## src/rtl/prog_memory.sv

```systemverilog
// Program/data register memory with a fetch port, a read/write data port and a
// valid/ready serial download engine. Define PROG_MEM_CLEAR_EN to zero-fill the array after reset.
module prog_memory #(
    parameter int DEPTH      = 16,
    parameter int DATA_WIDTH = 4,
    parameter int ADDR_WIDTH = 4
) (
    input  logic                  clk_i,
    input  logic                  reset_i,
    input  logic                  load_start_i,
    input  logic                  load_valid_i,
    input  logic [DATA_WIDTH-1:0] load_data_i,
    output logic                  load_ready_o,
    output logic                  load_done_o,
    output logic                  busy_o,
    input  logic                  fetch_en_i,
    input  logic [ADDR_WIDTH-1:0] fetch_addr_i,
    output logic [DATA_WIDTH-1:0] fetch_data_o,
    input  logic                  data_write_en_i,
    input  logic                  data_read_en_i,
    input  logic [ADDR_WIDTH-1:0] data_addr_i,
    input  logic [DATA_WIDTH-1:0] data_i,
    output logic [DATA_WIDTH-1:0] data_o
);

    localparam logic [ADDR_WIDTH-1:0] LAST_ADDR = ADDR_WIDTH'(DEPTH - 1);

`ifdef PROG_MEM_CLEAR_EN
    typedef enum logic [1:0] {S_IDLE, S_LOAD, S_CLEAR} state_t;
    localparam state_t RESET_STATE = S_CLEAR;
`else
    typedef enum logic [0:0] {S_IDLE, S_LOAD} state_t;
    localparam state_t RESET_STATE = S_IDLE;
`endif

    state_t                  state_q, state_d;
    logic [ADDR_WIDTH-1:0]   lptr_q, lptr_d;
    logic                    load_done_q, load_done_d;

    logic [DATA_WIDTH-1:0]   mem_q [DEPTH];

    logic                    wr_en;
    logic [ADDR_WIDTH-1:0]   wr_addr;
    logic [DATA_WIDTH-1:0]   wr_data;

    function automatic logic in_range(input logic [ADDR_WIDTH-1:0] addr);
        return 32'(addr) < DEPTH;
    endfunction

    // Next state, load pointer and the single array write port.
    always_comb begin
        state_d     = state_q;
        lptr_d      = lptr_q;
        load_done_d = 1'b0;
        wr_en       = 1'b0;
        wr_addr     = data_addr_i;
        wr_data     = data_i;

        case (state_q)
            S_IDLE: begin
                // The CPU write still lands in the cycle a download is started.
                if (data_write_en_i && in_range(data_addr_i)) begin
                    wr_en = 1'b1;
                end
                if (load_start_i) begin
                    state_d = S_LOAD;
                    lptr_d  = '0;
                end
            end

            S_LOAD: begin
                if (load_start_i) begin
                    lptr_d = '0;
                end else if (load_valid_i) begin
                    wr_en   = 1'b1;
                    wr_addr = lptr_q;
                    wr_data = load_data_i;
                    if (lptr_q == LAST_ADDR) begin
                        state_d     = S_IDLE;
                        lptr_d      = '0;
                        load_done_d = 1'b1;
                    end else begin
                        lptr_d = lptr_q + 1'b1;
                    end
                end
            end

`ifdef PROG_MEM_CLEAR_EN
            S_CLEAR: begin
                wr_en   = 1'b1;
                wr_addr = lptr_q;
                wr_data = '0;
                if (lptr_q == LAST_ADDR) begin
                    state_d = S_IDLE;
                    lptr_d  = '0;
                end else begin
                    lptr_d = lptr_q + 1'b1;
                end
            end
`endif

            default: begin
                state_d = S_IDLE;
                lptr_d  = '0;
            end
        endcase
    end

    always_ff @(posedge clk_i) begin
        if (reset_i) begin
            state_q     <= RESET_STATE;
            lptr_q      <= '0;
            load_done_q <= 1'b0;
        end else begin
            state_q     <= state_d;
            lptr_q      <= lptr_d;
            load_done_q <= load_done_d;
        end
    end

    // Array is not reset; with the clear option the CLEAR walk zero-fills it.
    always_ff @(posedge clk_i) begin
        if (wr_en && !reset_i) begin
            mem_q[wr_addr] <= wr_data;
        end
    end

    assign load_ready_o = (state_q == S_LOAD);
    assign busy_o       = (state_q != S_IDLE);
    assign load_done_o  = load_done_q;

    always_comb begin
        fetch_data_o = '0;
        data_o       = '0;
        if (state_q == S_IDLE) begin
            if (fetch_en_i && in_range(fetch_addr_i)) begin
                fetch_data_o = mem_q[fetch_addr_i];
            end
            if (data_read_en_i && in_range(data_addr_i)) begin
                data_o = mem_q[data_addr_i];
            end
        end
    end

endmodule

```

## config.mk

```make
export PLATFORM = sky130hd
export DESIGN_NAME = prog_memory
export DESIGN_NICKNAME = d
export VERILOG_FILES = /design/src/rtl/prog_memory.sv
export SDC_FILE = /design/constraint.sdc
export NUM_CORES = 1
export LEC_CHECK = 0
export CAP_MARGIN = 10
export CORE_UTILIZATION = 54
export CTS_BUF_LIST = sky130_fd_sc_hd__clkbuf_4
export DETAILED_ROUTE_END_ITERATION = 10
export PLACE_DENSITY_LB_ADDON = 0.12
export SLEW_MARGIN = 20
export SYNTH_ARGS = -nofsm -noshare
export SYNTH_HDL_FRONTEND = slang
export SYNTH_SLANG_ARGS = --single-unit
```

## constraint.sdc

```tcl
create_clock -name clk_i -period 2.1 [get_ports clk_i]
set_input_delay 0.525 -clock clk_i [delete_from_list [all_inputs] [get_ports clk_i]]
set_output_delay 0.525 -clock clk_i [all_outputs]
set_load 0.05 [all_outputs]
```

==> run_results.csv, run 1 <==
group,metric,value,unit
power_and_ir_drop,p_leak,1.66,nW
sta,max_freq,0.400,GHz
grt,grt_usage,0.289,
synthesis,ys_types,41,
synthesis,synthTopCellsByArea,"edfxtp_1 54%, mux4_2 14%, mux4_1 5.1%",
critical_path,path_class,"reg -> out",
layout,area_growth_syn_to_layout,32.1,%
detailed_routing,postRouteWirelength,9420,microns
layout,diodes,0,
clock_tree,h-tree-depth,3,
detailed_routing,vias,2504,
sta,worst_hold_slack,589,ps
power_and_ir_drop,max-vdd-ir-drop,0.000457,V
sta,drv_slew,0,
detailed_routing,viasPerCell,6.49,
floorplanning,die_x,83.5,microns
synthesis,synth_edf_count,64,
synthesis,synth_area,3590,sq um
grt,gr-total-overflow,0,
floorplanning,num_rows,29,
detailed_routing,drtIter0Drc,237,
clock_tree,cts_made_buffers,9,
clock_tree,cts_hold_buffers,0,
synthesis,synth_top_cell_by_area,"edfxtp_1",
floorplanning,core_area,6390,sq um
sta,rsz0062_at_grt,"yes",
clock_tree,clock_latency,420,ps
synthesis,synthCells,230,
layout,final_net_count,328,
synthesis,ys_warn_count,0,
layout,drive_gt1_frac,0.466,
clock_tree,clk_pin_slew,130,ps
clock_tree,cts_tree,"done",
critical_path,path_max_fanout,2,
grt,grt_first_pass_wirelength,14300,microns
detailed_routing,wl_per_cell,24.4,microns
detailed_routing,ant_nets,0,
synthesis,synth_top_area_share,0.535,
outcome,violations,"negative setup slack",
place,port_buffers,33,
critical_path,crit_required,1570,ps
synthesis,synthesis.nets,254,
sta,period_share,1.19,
power_and_ir_drop,power_density,623,nW/um^2
place,placed_area,4310,sq um
floorplanning,ioPinCount,34,
grt,grt_max_degree,17,
detailed_routing,drc,0,
clock_tree,root_buffer,"clkbuf_4",
synthesis,ys_ff_latch,70,
job,drv_cap,0,
grt,grt_pass1_vias,2464,
place,dp_slack,-845,ps
power_and_ir_drop,fin_total_pwr,2.95,mW
outcome,status,"finished with violations",
floorplanning,fp.dieH,83.5,microns
synthesis,ys.flop_type,"edfxtp_1",
critical_path,worstSetupEndpointType,"primary output",
place,dp_hpwl,6410,microns
synthesis,async_flop_share,0,
sta,finalSetupViolations,8,
floorplanning,die_area,6980,sq um
clock_tree,clockBufferDepth,2,
sta,max_slew_margin,0.656,
floorplanning,start_util,0.562,
detailed_routing,dr.pass1.iters,5,
worst_hold_path,hold_class,"reg -> reg",
place,gp_congestion,0.900,
layout,fill_cells,402,
synthesis,syn_avg_cell_area,15.6,sq um
sta,fin_worst_skew,20.6,ps
sta,fin_ws,-399,ps
clock_tree,cts_sinks,70,
critical_path,cp.arrival,1970,ps
sta,report.final.hold_viol_count,0,
critical_path,crit_path_start_kind,"flop",
layout,final_cell_area,4740,sq um
synthesis,seq_area_frac_synth,0.569,
sta,worst_pin_slew,515,ps
grt,antenna_found_initial,0,
sta,finalSetupTns,-2230,ps
sta,fin_crit,2500,ps
==> timing repair <==
item / in CTS / in global routing
gates cloned: 3 / 0
resized for setup: 57 / 24
endpoints found under the hold margin: 0 / 0
setup buffers: 2 / 0
endpoints found under the setup margin: 16 / 59
pin swaps: 10 / 5
==> flip-flops by register name, summed over array words and instances, names as in the netlist <==
signal	cells
busy_o	1
load_done_o	1
lptr_q	4
mem_q	64
==> stage by stage <==
stage,util,instances
floorplan,-,230
global placement,0.676,366
detailed placement,0.676,366
CTS,0.733,387
global route,0.743,386
finish,0.743,386
==> metal layers <==
| layer | track usage | routed length [microns] | vias up |
|---|---|---|---|
| met5 | 0 | 0 | - |
| met4 | 0.122 | 223 | 0 |
| met3 | 0.0584 | 748 | 20 |
| met2 | 0.449 | 4500 | 141 |
| met1 | 0.403 | 3950 | 1250 |
| li1 | - | - | 1093 |
==> final timing paths <==
path / from / to / slack [ps] / cells after the start
worst max-delay path: mem_q[8][2]$_DFFE_PP_ / data_o[2] / -400 / 4
worst min register to register: lptr_q[3]$_SDFFE_PP0P_ / load_done_o$_SDFF_PP0_ / 590 / 2
worst max register to register: busy_o$_SDFF_PP0_ / mem_q[11][2]$_DFFE_PP_ / 170 / 7
worst min-delay path: lptr_q[3]$_SDFFE_PP0P_ / load_done_o$_SDFF_PP0_ / 590 / 2
==> critical path, cell delays in order, from the launching register on <==
cell and delay [ps]:
edfxtp_1 420, mux4_2 460, mux2_4 290, a22o_4 230, buf_8 150
==> report_power, final <==
part	total (mW)	internal [mW]	switching [mW]
Clock	0.873	0.366	0.507
Sequential	1.55	1.54	0.0106
Combinational	0.532	0.261	0.271
==> layout by cell type, fill, tap and decap left out, drive strengths merged, types with 2 or more instances in the layout <==
| master | count |
|---|---|
| edfxtp | 64 |
| nand2 | 12 |
| nor3b | 8 |
| clkbuf | 10 |
| mux4 | 29 |
| nand3b | 2 |
| dlymetal6s2s | 2 |
| a31oi | 5 |
| inv | 4 |
| mux2 | 5 |
| a32oi | 2 |
| o211ai | 3 |
| nor3 | 6 |
| dfxtp | 6 |
| nor2 | 20 |
| dlygate4sd2 | 4 |
| a22oi | 2 |
| clkdlybuf4s50 | 13 |
| bufbuf | 2 |
| o22ai | 3 |
| mux2i | 13 |
| buf | 55 |
| a21oi | 4 |
| clkinv | 4 |
| nand4 | 3 |
| o21ai | 5 |
| and3b | 3 |
| nand3 | 7 |
==> area by class of cell <==
| type | count | area, sq um | area share |
|---|---|---|---|
| Multi-Input combinational cell | 142 | 1620 | 0.342 |
| Tap cell | 77 | 96.3 | 0.0203 |
| Inverter | 3 | 11.3 | 0.00237 |
| Clock buffer | 9 | 67.6 | 0.0142 |
| Clock inverter | 7 | 73.8 | 0.0156 |
| Sequential cell | 70 | 2050 | 0.431 |
| Timing Repair Buffer | 78 | 827 | 0.174 |
==> cell families after synthesis <==
family / after synthesis / share of synthesized area
flip-flops: 70 / 0.569
XOR/XNOR: 1 / 0.00244
AND/OR/NAND/NOR: 66 / 0.0976
adder cells (fa/ha/maj): 1 / 0.00348
multiplexers: 47 / 0.241
buffers and inverters: 18 / 0.0345
AO/OA/AOI/OAI: 27 / 0.0519
==> synthesized netlist by cell type, drive strengths merged (2+ instances only) <==
cell	count
edfxtp	64
mux4	29
nor2	20
mux2i	13
nand2	12
buf	10
nor3b	8
nand3	7
dfxtp	6
nor3	6
a31oi	5
clkbuf	5
mux2	5
o21ai	5
a21oi	4
and3b	3
inv	3
nand4	3
o211ai	3
o22ai	3
a22oi	2
a32oi	2
nand3b	2
No activity file was read; power rests on OpenSTA's default activity.
==> inputs of run 2 (changes only) <==
--- a/config.mk
+++ b/config.mk
@@ -5,10 +5,11 @@
 export SDC_FILE = /design/constraint.sdc
 export NUM_CORES = 1
 export LEC_CHECK = 0
-export CAP_MARGIN = 10
-export CORE_UTILIZATION = 54
+export CAP_MARGIN = 5
+export CORE_UTILIZATION = 55
 export CTS_BUF_LIST = sky130_fd_sc_hd__clkbuf_4
 export DETAILED_ROUTE_END_ITERATION = 10
+export DONT_BUFFER_PORTS = 1
 export PLACE_DENSITY_LB_ADDON = 0.12
 export SLEW_MARGIN = 20
 export SYNTH_ARGS = -nofsm -noshare
==> run_results.csv, run 2 (same netlist as run 1, synthesis figures left out) <==
group,metric,value,unit
outcome,status,"finished with violations",
outcome,violations,"negative setup slack",
place,port_buffers,0,
floorplanning,core_area,6310,sq um
clock_tree,cts_tree,"done",
critical_path,worstSetupEndpointType,"primary output",
grt,antenna_found_initial,0,
grt,grt_pass1_vias,2229,
sta,fin_ws,-337,ps
sta,period_share,1.16,
detailed_routing,route.met3.wl,826,microns
detailed_routing,dr.pass1.iters,4,
detailed_routing,routed.top_layer,"met4",
layout,most-common-layout-cells,"64 x edfxtp_1, 26 x mux4_2, 17 x buf_4",
grt,grt_max_degree,23,
layout,final_net_count,271,
clock_tree,root_buffer,"clkbuf_4",
clock_tree,cts_hold_buffers,0,
layout,final_util,0.647,
detailed_routing,ant_nets,0,
worst_hold_path,hold_class,"in -> reg",
layout,reg_top3,"mem_q: 64 flops, lptr_q: 4 flops",
layout,largest_register_ffs,64,
layout,diodes,0,
clock_tree,clock_latency,430,ps
critical_path,cpPeakStageDelay,480,ps
sta,finalSetupViolations,8,
layout,regMostFlops,"mem_q",
critical_path,path_max_fanout,2,
critical_path,cp.arrival,1910,ps
sta,max_freq,0.410,GHz
grt,grt_first_pass_wirelength,12700,microns
place,gp_congestion,0.872,
floorplanning,start_util,0.569,
sta,max_slew_margin,0.533,
floorplanning,die_x,82.8,microns
grt,grt_usage,0.280,
clock_tree,cts_sinks,70,
sta,worst_pin_slew,698,ps
sta,finalSetupTns,-2180,ps
layout,drive_gt1_frac,0.393,
grt,gr-total-overflow,0,
sta,fin_crit,2440,ps
detailed_routing,vias,2232,
floorplanning,ioPinCount,34,
sta,rsz0062_at_grt,"yes",
detailed_routing,postRouteWirelength,8510,microns
layout,final_cell_count_no_fill,329,
detailed_routing,viasPerCell,6.78,
floorplanning,fp.dieH,82.8,microns
critical_path,path_class,"reg -> out",
clock_tree,clk_pin_slew,120,ps
place,dp_hpwl,5940,microns
power_and_ir_drop,power_density,667,nW/um^2
floorplanning,die_area,6850,sq um
detailed_routing,wl_per_cell,25.9,microns
sta,report.final.hold_viol_count,0,
critical_path,cpMaxStageDelayCell,"mux4_2",
floorplanning,num_rows,29,
layout,layout_commonest_cell,"edfxtp_1",
place,place_inst,307,
detailed_routing,drtIter0Drc,127,
critical_path,path_cells,"mux4_2 > mux2_4 > a22o_4",
detailed_routing,drc,0,
clock_tree,cts_made_buffers,9,
sta,fin_worst_skew,20.1,ps
job,drv_cap,0,
power_and_ir_drop,max-vdd-ir-drop,0.000426,V
detailed_routing,wl_met1,2940,microns
layout,fill_cells,450,
power_and_ir_drop,p_leak,1.30,nW
critical_path,crit_path_start_kind,"flop",
clock_tree,clockBufferDepth,2,
clock_tree,h-tree-depth,3,
layout,area_growth_syn_to_layout,13.8,%
critical_path,crit_required,1570,ps
detailed_routing,met2RoutedLength,4420,microns
sta,drv_slew,0,
run 2: worst paths after layout:
kind / from / end / slack (ps) / cells after the start
max: mem_q[11][2]$_DFFE_PP_ / data_o[2] / -340 / 3
min: reset_i / busy_o$_SDFF_PP0_ / 140 / 1
max reg2reg: busy_o$_SDFF_PP0_ / mem_q[8][1]$_DFFE_PP_ / 90 / 6
min reg2reg: lptr_q[3]$_SDFFE_PP0P_ / load_done_o$_SDFF_PP0_ / 590 / 2
run 2: power by group:
group,total (mW),internal [mW],switching [mW]
Sequential,1.54,1.54,0.00906
Combinational,0.349,0.160,0.189
Clock,0.832,0.381,0.452
run 2: layout make-up:
| type | count | area, sq um | area share |
|---|---|---|---|
| clock buffers | 11 | 82.6 | 0.0202 |
| clock inverters | 5 | 50.0 | 0.0122 |
| inverters | 3 | 11.3 | 0.00276 |
| multi-input cells | 142 | 1590 | 0.390 |
| flip-flops and latches | 70 | 2050 | 0.501 |
| well taps | 77 | 96.3 | 0.0236 |
| repair buffers | 21 | 208 | 0.0508 |
run 2: layer usage:
layer | GRT usage | vias up
li1 | - | 976
met2 | 0.458 | 115
met5 | 0 | -
met4 | 0.143 | 0
met3 | 0.0896 | 21
met1 | 0.332 | 1120
run 2: worst max-delay path: cells and delay by family, from the launching register on:
| family | cells | cell delay [ps] |
|---|---|---|
| multiplexers | 2 | 770 |
| AO/OA/AOI/OAI | 1 | 300 |
| flip-flops | 1 | 420 |
run 2: stage by stage:
step | power [mW] | cell area (sq um) | setup WS (ps) | hold slack [ps]
global placement | 1.88 | 3810 | -107 | 537
finish | 2.73 | 4090 | -337 | 142
detailed placement | 1.89 | 3810 | -121 | 565
global route | 2.81 | 4090 | -406 | 120
CTS | 2.73 | 4030 | -364 | 120
floorplan | 1.85 | 3700 | -306 | 511
run 2: repair_timing:
item,in CTS,in global routing
gates resized for setup,16,17
setup endpoints to repair,12,68
endpoints found under the hold margin,0,0
setup buffers,2,4
pin swaps,3,3
==> inputs of run 3 (changes only) <==
--- a/config.mk
+++ b/config.mk
@@ -6,10 +6,11 @@
 export NUM_CORES = 1
 export LEC_CHECK = 0
 export CAP_MARGIN = 5
-export CORE_UTILIZATION = 55
+export CORE_UTILIZATION = 45
 export CTS_BUF_LIST = sky130_fd_sc_hd__clkbuf_4
 export DETAILED_ROUTE_END_ITERATION = 10
 export DONT_BUFFER_PORTS = 1
+export GPL_ROUTABILITY_DRIVEN = 0
 export PLACE_DENSITY_LB_ADDON = 0.12
 export SLEW_MARGIN = 20
 export SYNTH_ARGS = -nofsm -noshare
==> run_results.csv, run 3 (same netlist as run 1, synthesis figures left out) <==
group,metric,value,unit
clock_tree,cts_tree,"done",
clock_tree,clockBufferDepth,2,
power_and_ir_drop,swShare,0.244,
power_and_ir_drop,p_clk_frac,0.318,
floorplanning,ioPinCount,34,
place,dp_slack,-142,ps
sta,fin_ws,-327,ps
clock_tree,h-tree-depth,3,
layout,final_net_count,270,
grt,gr-total-overflow,0,
sta,fin_crit,2430,ps
layout,area_growth_syn_to_layout,14.4,%
detailed_routing,drc,0,
grt,grt_max_degree,23,
sta,fin_worst_skew,16.5,ps
critical_path,startpoint,"mem_q[11][2]$_DFFE_PP_",
detailed_routing,ant_nets,0,
critical_path,crit_path_start_kind,"flop",
grt,grt_usage,0.215,
sta,max_freq,0.412,GHz
job,drv_cap,0,
detailed_routing,viasPerCell,6.02,
clock_tree,cts_hold_buffers,0,
power_and_ir_drop,power_frac_comb,0.124,
layout,layout_commonest_cell,"edfxtp_1",
critical_path,reg2reg_from,"busy_o$_SDFF_PP0_",
power_and_ir_drop,fin_total_pwr,2.76,mW
floorplanning,num_rows,32,
grt,grt_pass1_vias,2266,
clock_tree,cts_sinks,70,
sta,drv_slew,0,
critical_path,crit_required,1570,ps
critical_path,cp.arrival,1900,ps
critical_path,path_max_fanout,2,
worst_hold_path,min_from,"reset_i",
clock_tree,root_buffer,"clkbuf_4",
worst_hold_path,hold_class,"in -> reg",
floorplanning,fp.dieH,91.3,microns
detailed_routing,vias,2125,
detailed_routing,dr.pass1.iters,4,
outcome,status,"finished with violations",
sta,finalSetupTns,-1990,ps
detailed_routing,drtIter0Drc,127,
sta,max_slew_margin,0.567,
clock_tree,clock_latency,410,ps
sta,worst_pin_slew,643,ps
grt,grt_first_pass_wirelength,13000,microns
layout,drive_gt1_frac,0.371,
layout,reg_top3,"mem_q: 64 flops, lptr_q: 4 flops",
layout,diodes,0,
outcome,violations,"negative setup slack",
detailed_routing,wl_per_cell,22.9,microns
detailed_routing,postRouteWirelength,8070,microns
floorplanning,start_util,0.465,
floorplanning,die_area,8340,sq um
grt,antenna_found_initial,0,
sta,report.final.hold_viol_count,0,
critical_path,worstSetupEndpointType,"primary output",
power_and_ir_drop,seqPwrFrac,0.559,
power_and_ir_drop,internal-power,2.09,mW
layout,largest_register_ffs,64,
sta,period_share,1.16,
layout,final_cell_count_no_fill,353,
sta,finalSetupViolations,8,
critical_path,path_class,"reg -> out",
floorplanning,core_area,7730,sq um
power_and_ir_drop,power_density,673,nW/um^2
clock_tree,clk_pin_slew,120,ps
clock_tree,cts_made_buffers,9,
place,port_buffers,0,
power_and_ir_drop,p_leak,1.29,nW
power_and_ir_drop,p_switching,0.674,mW
layout,fill_cells,621,
power_and_ir_drop,max-vdd-ir-drop,0.000280,V
place,place_inst,331,
layout,regMostFlops,"mem_q",
place,dp_hpwl,5900,microns
sta,rsz0062_at_grt,"yes",
floorplanning,die_x,91.3,microns
layout,most-common-layout-cells,"64 x edfxtp_1, 28 x mux4_2, 17 x nor2_1",
[run 3: cell count changes in the layout (fill, tap and decap cells not counted), moves of 3 or more]
cell     previous run  this run
nor2_1              7        17
buf_4              17        14
o21ai_0             1         4
nor2_2             13         3
[run 3: final cells by class]
type	count	area [sq um]	area share
inverters	3	11.3	0.00274
multi-input cells	142	1550	0.379
repair buffers	20	225	0.0549
flip-flops and latches	70	2050	0.498
clock inverters	5	58.8	0.0143
well taps	102	128	0.0311
clock buffers	11	82.6	0.0201
[run 3: worst paths after layout]
path / end / cells after the start / slack, ps
worst max-delay path: data_o[2] / 3 / -330
worst min-delay path: lptr_q[3]$_SDFFE_PP0P_ / 1 / 160
worst max register to register: mem_q[0][2]$_DFFE_PP_ / 6 / 20
worst min register to register: load_done_o$_SDFF_PP0_ / 2 / 580
[run 3: power by group through the flow]
stage	combinational, mW	sequential, mW	clock [mW]
after floorplan	0.275	1.58	0
after global placement	0.313	1.58	0
after detailed placement	0.317	1.58	0
after CTS	0.335	1.55	0.892
after global routing	0.360	1.55	0.956
final	0.342	1.54	0.879
[run 3: worst max-delay path, cell delays in order, from the launching register on]
cell and delay (ps):
edfxtp_1 420, mux4_2 500, mux2_2 290, a22o_4 290
[run 3: what timing repair did]
action / in CTS / in global routing
gates resized for setup: 16 / 5
setup buffers: 3 / 3
endpoints found under the setup margin: 8 / 8
pin swaps: 5 / 3
[run 3: layer usage]
layer	up-vias	GRT usage	share of wire
li1	972	-	-
met5	-	0	0
met2	58	0.352	0.51
met3	15	0.0394	0.035
met4	0	0.108	0.023
met1	1080	0.276	0.43
[run 3: stage by stage]
stage / area [sq um] / utilization / hold WS, ps
floorplan: 3700 / - / 511
global placement: 3860 / 0.500 / 556
detailed placement: 3860 / 0.500 / 554
CTS: 4060 / 0.526 / 142
global route: 4110 / 0.531 / 128
finish: 4110 / 0.531 / 164
